**src/rtl/conv_result_uart_tx.sv**
```systemverilog
// Result-BRAM readout engine: walks every convolved byte in address order and
// serialises each one onto a UART 8N1 line.
module conv_result_uart_tx #(
  parameter int unsigned N            = 20,
  parameter int unsigned P            = 3,
  parameter int unsigned CLKS_PER_BIT = 868,
  parameter int unsigned RD_LAT       = 1
) (
  input  logic        clk,
  input  logic        rst,
  input  logic        start,
  input  logic        conv_done,
  output logic        ena_rd,
  output logic [13:0] addr_rd,
  input  logic [7:0]  dout_rd,
  output logic        tx,
  output logic        busy,
  output logic        tx_done
);

  localparam int unsigned SIDE       = N - P + 1;
  localparam int unsigned NUM_BYTES  = SIDE * SIDE;
  localparam int unsigned CNT_MAX    = (CLKS_PER_BIT > RD_LAT) ? CLKS_PER_BIT : RD_LAT;
  localparam int unsigned CNT_W      = (CNT_MAX > 1) ? $clog2(CNT_MAX) : 1;
  localparam logic [13:0] LAST_ADDR  = 14'(NUM_BYTES - 1);
  localparam logic [CNT_W-1:0] BAUD_LAST  = CNT_W'(CLKS_PER_BIT - 1);
  localparam logic [CNT_W-1:0] FETCH_LAST = CNT_W'(RD_LAT - 1);

  typedef enum logic [2:0] {
    S_IDLE, S_FETCH, S_LATCH, S_START, S_DATA, S_STOP, S_DONE
  } state_t;

  state_t           state_q, state_d;
  logic [CNT_W-1:0] cnt_q, cnt_d;     // baud counter, also times the BRAM fetch
  logic [2:0]       bit_q, bit_d;
  logic [7:0]       shift_q, shift_d;
  logic [13:0]      addr_d;
  logic             tx_d, busy_d, ena_d, done_d;

  // Next-state, datapath and next-output logic; outputs follow the next state
  always_comb begin
    state_d = state_q;
    cnt_d   = cnt_q;
    bit_d   = bit_q;
    shift_d = shift_q;
    addr_d  = addr_rd;

    unique case (state_q)
      S_IDLE: begin
        if (start && conv_done) begin
          addr_d  = 14'd0;
          cnt_d   = '0;
          state_d = S_FETCH;
        end
      end
      S_FETCH: begin
        if (cnt_q == FETCH_LAST) begin
          cnt_d   = '0;
          state_d = S_LATCH;
        end else begin
          cnt_d = cnt_q + CNT_W'(1);
        end
      end
      S_LATCH: begin
        shift_d = dout_rd;
        cnt_d   = '0;
        state_d = S_START;
      end
      S_START: begin
        if (cnt_q == BAUD_LAST) begin
          cnt_d   = '0;
          bit_d   = 3'd0;
          state_d = S_DATA;
        end else begin
          cnt_d = cnt_q + CNT_W'(1);
        end
      end
      S_DATA: begin
        if (cnt_q == BAUD_LAST) begin
          cnt_d = '0;
          if (bit_q == 3'd7) begin
            state_d = S_STOP;
          end else begin
            bit_d   = bit_q + 3'd1;
            shift_d = {1'b0, shift_q[7:1]};
          end
        end else begin
          cnt_d = cnt_q + CNT_W'(1);
        end
      end
      S_STOP: begin
        if (cnt_q == BAUD_LAST) begin
          cnt_d = '0;
          if (addr_rd == LAST_ADDR) begin
            state_d = S_DONE;
          end else begin
            addr_d  = addr_rd + 14'd1;
            state_d = S_FETCH;
          end
        end else begin
          cnt_d = cnt_q + CNT_W'(1);
        end
      end
      S_DONE: begin
        state_d = S_IDLE;
      end
      default: begin
        state_d = S_IDLE;
      end
    endcase

    ena_d  = (state_d == S_FETCH);
    busy_d = (state_d != S_IDLE) && (state_d != S_DONE);
    done_d = (state_d == S_DONE);
    unique case (state_d)
      S_START: tx_d = 1'b0;
      S_DATA:  tx_d = shift_d[0];
      default: tx_d = 1'b1;
    endcase
  end

  // State, datapath and registered outputs; synchronous active-low reset
  always_ff @(posedge clk) begin
    if (!rst) begin
      state_q <= S_IDLE;
      cnt_q   <= '0;
      bit_q   <= 3'd0;
      shift_q <= 8'd0;
      addr_rd <= 14'd0;
      ena_rd  <= 1'b0;
      tx      <= 1'b1;
      busy    <= 1'b0;
      tx_done <= 1'b0;
    end else begin
      state_q <= state_d;
      cnt_q   <= cnt_d;
      bit_q   <= bit_d;
      shift_q <= shift_d;
      addr_rd <= addr_d;
      ena_rd  <= ena_d;
      tx      <= tx_d;
      busy    <= busy_d;
      tx_done <= done_d;
    end
  end

endmodule

```
**config.mk**
```make
export PLATFORM = sky130hd
export DESIGN_NAME = conv_result_uart_tx
export DESIGN_NICKNAME = d
export VERILOG_FILES = /design/src/rtl/conv_result_uart_tx.sv
export SDC_FILE = /design/constraint.sdc
export NUM_CORES = 1
export LEC_CHECK = 0
export CORE_MARGIN = 2
export CORE_UTILIZATION = 45
export DETAILED_ROUTE_END_ITERATION = 10
export DONT_BUFFER_PORTS = 1
export SLEW_MARGIN = 20
export SYNTH_ARGS = -nofsm -noshare
export SYNTH_HDL_FRONTEND = slang
export SYNTH_SLANG_ARGS = --single-unit
```
**constraint.sdc**
```tcl
create_clock -name clk -period 3 [get_ports clk]
set_input_delay 0.3 -clock clk [delete_from_list [all_inputs] [get_ports clk]]
set_output_delay 0.3 -clock clk [all_outputs]
set_load 0.1 [all_outputs]
```
Word level (Yosys, flattened, before mapping) --
Index checks and enable logic that the tools add are counted.
Operators by class: add/subtract/negate cells 3, equal/unequal tests 19, muxes and demuxes 24, reduce and logical (&&, ||, !) cells 14
Operators by type and width (number):
- $mux 14 | 3
- $pmux 10 s4 | 1
- $mux 10 | 3
- $mux 3 | 10
- $pmux 14 s2 | 1
- $pmux 3 s6 | 1
- $mux 8 | 2
- $pmux 8 s2 | 1
- $eq 3x3->1 const B | 5
- $add 14x1->14 const B | 1
- $eq 14x9->1 const B | 1
- $ne 2x2->1 const B | 6
- $add 10x1->10 const B | 1
- $eq 10x10->1 const B | 1
- $logic_not 10->1 | 1
- $eq 3x2->1 const B | 3
- $reduce_and 4->1 | 2
- $eq 3x1->1 const B | 2
- $pmux 3 s2 | 1
- $reduce_bool 2->1 | 3
- $reduce_bool 4->1 | 1
- $add 3x1->3 const B | 1
- $logic_not 3->1 | 1
- $ne 3x3->1 const B | 1
- 6 further kinds | 7
Word-level totals: register bits 42, bits of input ports 12, output and inout port bits 18, word-level logic and storage cells 70

Logic depth before layout (Yosys ltp) --
depth in word-level cells 6, gate-level depth with buffers 8, mapped depth without buffers 7

Least setup slack after synthesis --
No wires, ideal clock.
path kind register -> register, start point register addr_rd[0], end point register addr_rd[3], library setup time 70 ps, arrival 2654 ps, data required time 2930 ps, setup slack 276 ps, cell stages (with the launch flop) 9, buffers on the path 2, clock period less this slack 2724 ps, cells stage by stage dfxtp_1 ha_1 nor4b_1 nand4_1 a31oi_2 buf_6 clkbuf_1 o21ai_0 a21oi_1
Between the ends: longest elaborated chain between the ends 4, elaborated cells on any way between the ends 7, classes of those cells 1 x add/sub; 2 x eq/ne; 3 x mux; 1 x reduce/logical
Ends and longest elaborated chain:
- start: declaration | RTL line 14 | output logic [13:0] addr_rd,
- start signal: assignment | RTL line 139 | addr_rd <= addr_d;
- $add 14x1->14 | RTL line 97 | addr_d = addr_rd + 14'd1;
- $mux 14 | RTL line 94 | if (addr_rd == LAST_ADDR) begin
- $mux 14 | RTL line 92 | if (cnt_q == BAUD_LAST) begin
- $pmux 14 s2 | RTL line 48 | unique case (state_q)
Several ways; a longest one is shown, not always the timed one. The select of a mux whose other input is x is not followed. A chain may end at the register's enable or synchronous reset.

Final worst setup path --
start point register cnt_q[2], end point register addr_rd[12]
Between the ends: longest elaborated chain between the ends 3
Ends and longest elaborated chain:
- start: declaration | RTL line 34 | logic [CNT_W-1:0] cnt_q, cnt_d;
- start signal: assignment | RTL line 136 | cnt_q <= cnt_d;
- $eq 10x10->1 | RTL line 92
- $ne 2x2->1 (no source line)
- $reduce_and 4->1 (no source line)
Every way passes these cells.

==> run summary <==
Status -> complete, no violations
Synth Area in Simple Gates -> 0.3116
Core Util, Final -> 0.5097
Metal3 WL -> 172 µm
Async SR Flop Fraction -> 0
Kind of start point of the critical path -> flop
Register area share after synthesis -> 0.3654
Top Ports -> 30
Nets@finish -> 311
Critical path class -> reg -> reg
Largest family of logic cells by synthesized area -> simple AND/OR/NAND/NOR gates
Clock skew -> 0.009386 ns
Top layer in use -> met4
GR Util All Layers -> 0.2053
Initial DRC count -> 119
Pwr Density -> 459.7 nW/µm²
Routability cong. -> 0.7914
Clock Latency Late Sink -> 0.30 ns
Maximum fanout along the worst path -> 22
CTS Root Cell -> clkbuf_8
Clock sink total -> 42
Setup-failing EPs final -> 0
Final Max Tran Viols -> 0
# fillers -> 509
I/O Buffers -> 0
Post-DP HPWL -> 3.947 mm
CTS tree -> yes
Vias in the first global route -> 1898
Setup bufs post-CTS -> 0
Mux share of post-synthesis cell area -> 0.01794
Die Y -> 75.51 µm
Tmin final -> 2.677 ns
Metal-1 WL -> 2.722 mm
Drt wl/cell -> 15.05 µm
Final period util -> 0.8925
Synth top area share -> 0.3654
Syn nets -> 301
Xor-xnor portion of the synthesized cell area -> 0.007613
Fin. Hold Viols -> 0
Synth Area in Compound Gates -> 0.2273
Routed vias -> 2117
Number of diodes -> 0
Hold crit path type -> in -> reg
First-pass GRT wire length -> 8.914 mm
Core Footprint -> 5010 µm²
RSZ-0062 raised after global routing -> false
Fraction of the mapped netlist area in adder cells -> 0.02719
Reg clk slew, reported paths -> 0.09 ns
DRC Markers -> 0
Yosys Warn Count -> 0
Total CTS buffers -> 5
Layout cells sized above 1 -> 0.1051
Drt via density -> 5.800
Area Overhead vs Synth -> 10.98%
Post-Syn Instances -> 284
Post-synth top cells -> dfxtp_1, a21oi_1, nand2_1
Gr ovfl total -> 0
Rows -> 26
Post-Route WL -> 5.495 mm
Worst EP required -> 3.23 ns
Initial Util -> 0.4593
Top-count cell post-synth -> dfxtp_1
Bufs on Longest Clock Path -> 2
Synth top area cells -> dfxtp_1, a21oi_1, nand2_1
Prevailing post-synth register cell -> dfxtp_1
Syn_area_per_cell -> 8.102 µm²
Relative slew slack -> 0.3755
Post-CTS Hold Buffers -> 0
Post-synth top area cell -> dfxtp_1
Post-DRT Antenna Nets -> 0
Placed insts -> 357
Maximum vdd drop -> 386.5 µV
Endpoint type of the worst setup path -> flop
#FFs+latches synth -> 42
Max-cap viol count -> 0
Post-synth EDFFs -> 0
F_max -> 0.3735 GHz
Cell area after synthesis -> 2301 µm²
Antenna violations before repair -> 0
Largest net degree at the start of global routing -> 26
Worst slew pin tran -> 0.9355 ns
TNS Setup -> 0 ns
First-pass DRT Iterations -> 4
Worst path arrival time -> 2.90 ns
P_leak -> 0.0009007 µW
Synth cell types -> 49
Post-cts sizing count -> 0
Final Instance Count excl. Fillers -> 365
Die ar. -> 5701 µm²
Met2 WL post-DR -> 2.496 mm
CTS H-tree depth -> 2
Chip width -> 75.51 µm
-- area by class of cell --
type | instances | area [µm²] | share of cell area
flip-flops and latches | 42 | 840.8 | 0.3293
clock buffers | 6 | 72.57 | 0.02842
repair buffers | 16 | 120.1 | 0.04704
multi-input cells | 220 | 1361 | 0.5331
clock inverters | 2 | 37.54 | 0.01470
well taps | 70 | 87.58 | 0.03430
inverters | 9 | 33.78 | 0.01323
-- power by group --
group	total, µW	internal, µW	switching (µW)
registers	613	572	41.1
clock network	456	249	208
logic	105	30.6	74.1
total	1170	851	323
-- logic make-up (layout without fill, tap and decap cells) --
group | count (synthesis) | count (layout)
AO/OA/AOI/OAI | 79 | 79
AND/OR/NAND/NOR | 130 | 130
buffers and inverters | 22 | 33
flip-flops | 42 | 42
adder cells (fa/ha/maj) | 5 | 5
XOR/XNOR | 2 | 2
multiplexers | 4 | 4
-- final timing paths --
path | start | end | slack [ns] | cells past startpoint
max | cnt_q[2] | addr_rd[12] | 0.32 | 5
min | rst | tx | 0.09 | 1
max reg2reg | cnt_q[2] | addr_rd[12] | 0.32 | 5
min reg2reg | shift_q[6] | shift_q[6] | 0.46 | 2
-- flip-flops by register name, indices dropped and copies added, names as in the netlist --
register  flops
ena_rd        1
busy          1
tx_done       1
bit_q         3
state_q       3
shift_q       8
tx            1
cnt_q        10
addr_rd      14
-- placed cells by master, fill, tap and decap left out, types with 4 or more instances in the layout --
cell type and n:
dfxtp_1 42, or3_1 4, and2_1 8, ha_1 5
o21ai_0 4, nand2_1 27, clkbuf_8 5, nor2_1 25
inv_1 8, nor3_1 9, a211o_1 5, o31ai_1 5
a21oi_1 32, nor4_1 4, buf_4 16, a211oi_1 4
nand4_1 7, a22oi_1 7, o211ai_1 5, or4_1 9
nand3_1 14
-- layer usage --
metal	vias up	GRT usage
li1	1091	-
met2	33	0.3169
met4	0	0.08772
met1	984	0.2785
met3	9	0.04365
met5	-	0
-- through the flow --
| stage | worst slack (ns) | instance area, µm² | power, µW | hold WS [ns] |
|---|---|---|---|---|
| 6_report | 0.3226 | 2554 | 1174 | 0.08664 |
| 5_1_grt | 0.1422 | 2554 | 1218 | 0.08843 |
| 4_1_cts | 0.3323 | 2554 | 1178 | 0.08172 |
| 3_5_place_dp | 0.3425 | 2444 | 731.7 | 0.4026 |
| 3_3_place_gp | 0.4011 | 2444 | 730.6 | 0.3970 |
| 2_1_floorplan | 0.2756 | 2301 | 710.0 | 0.4360 |
-- worst max-delay path, cell delays in order (launching register included) --
cell	delay [ns]
dfxtp_1	0.37
or4_1	0.74
nor3_4	0.39
a31oi_2	0.39
or4_1	0.58
a21oi_1	0.15
(Power assumes the default switching activity.)
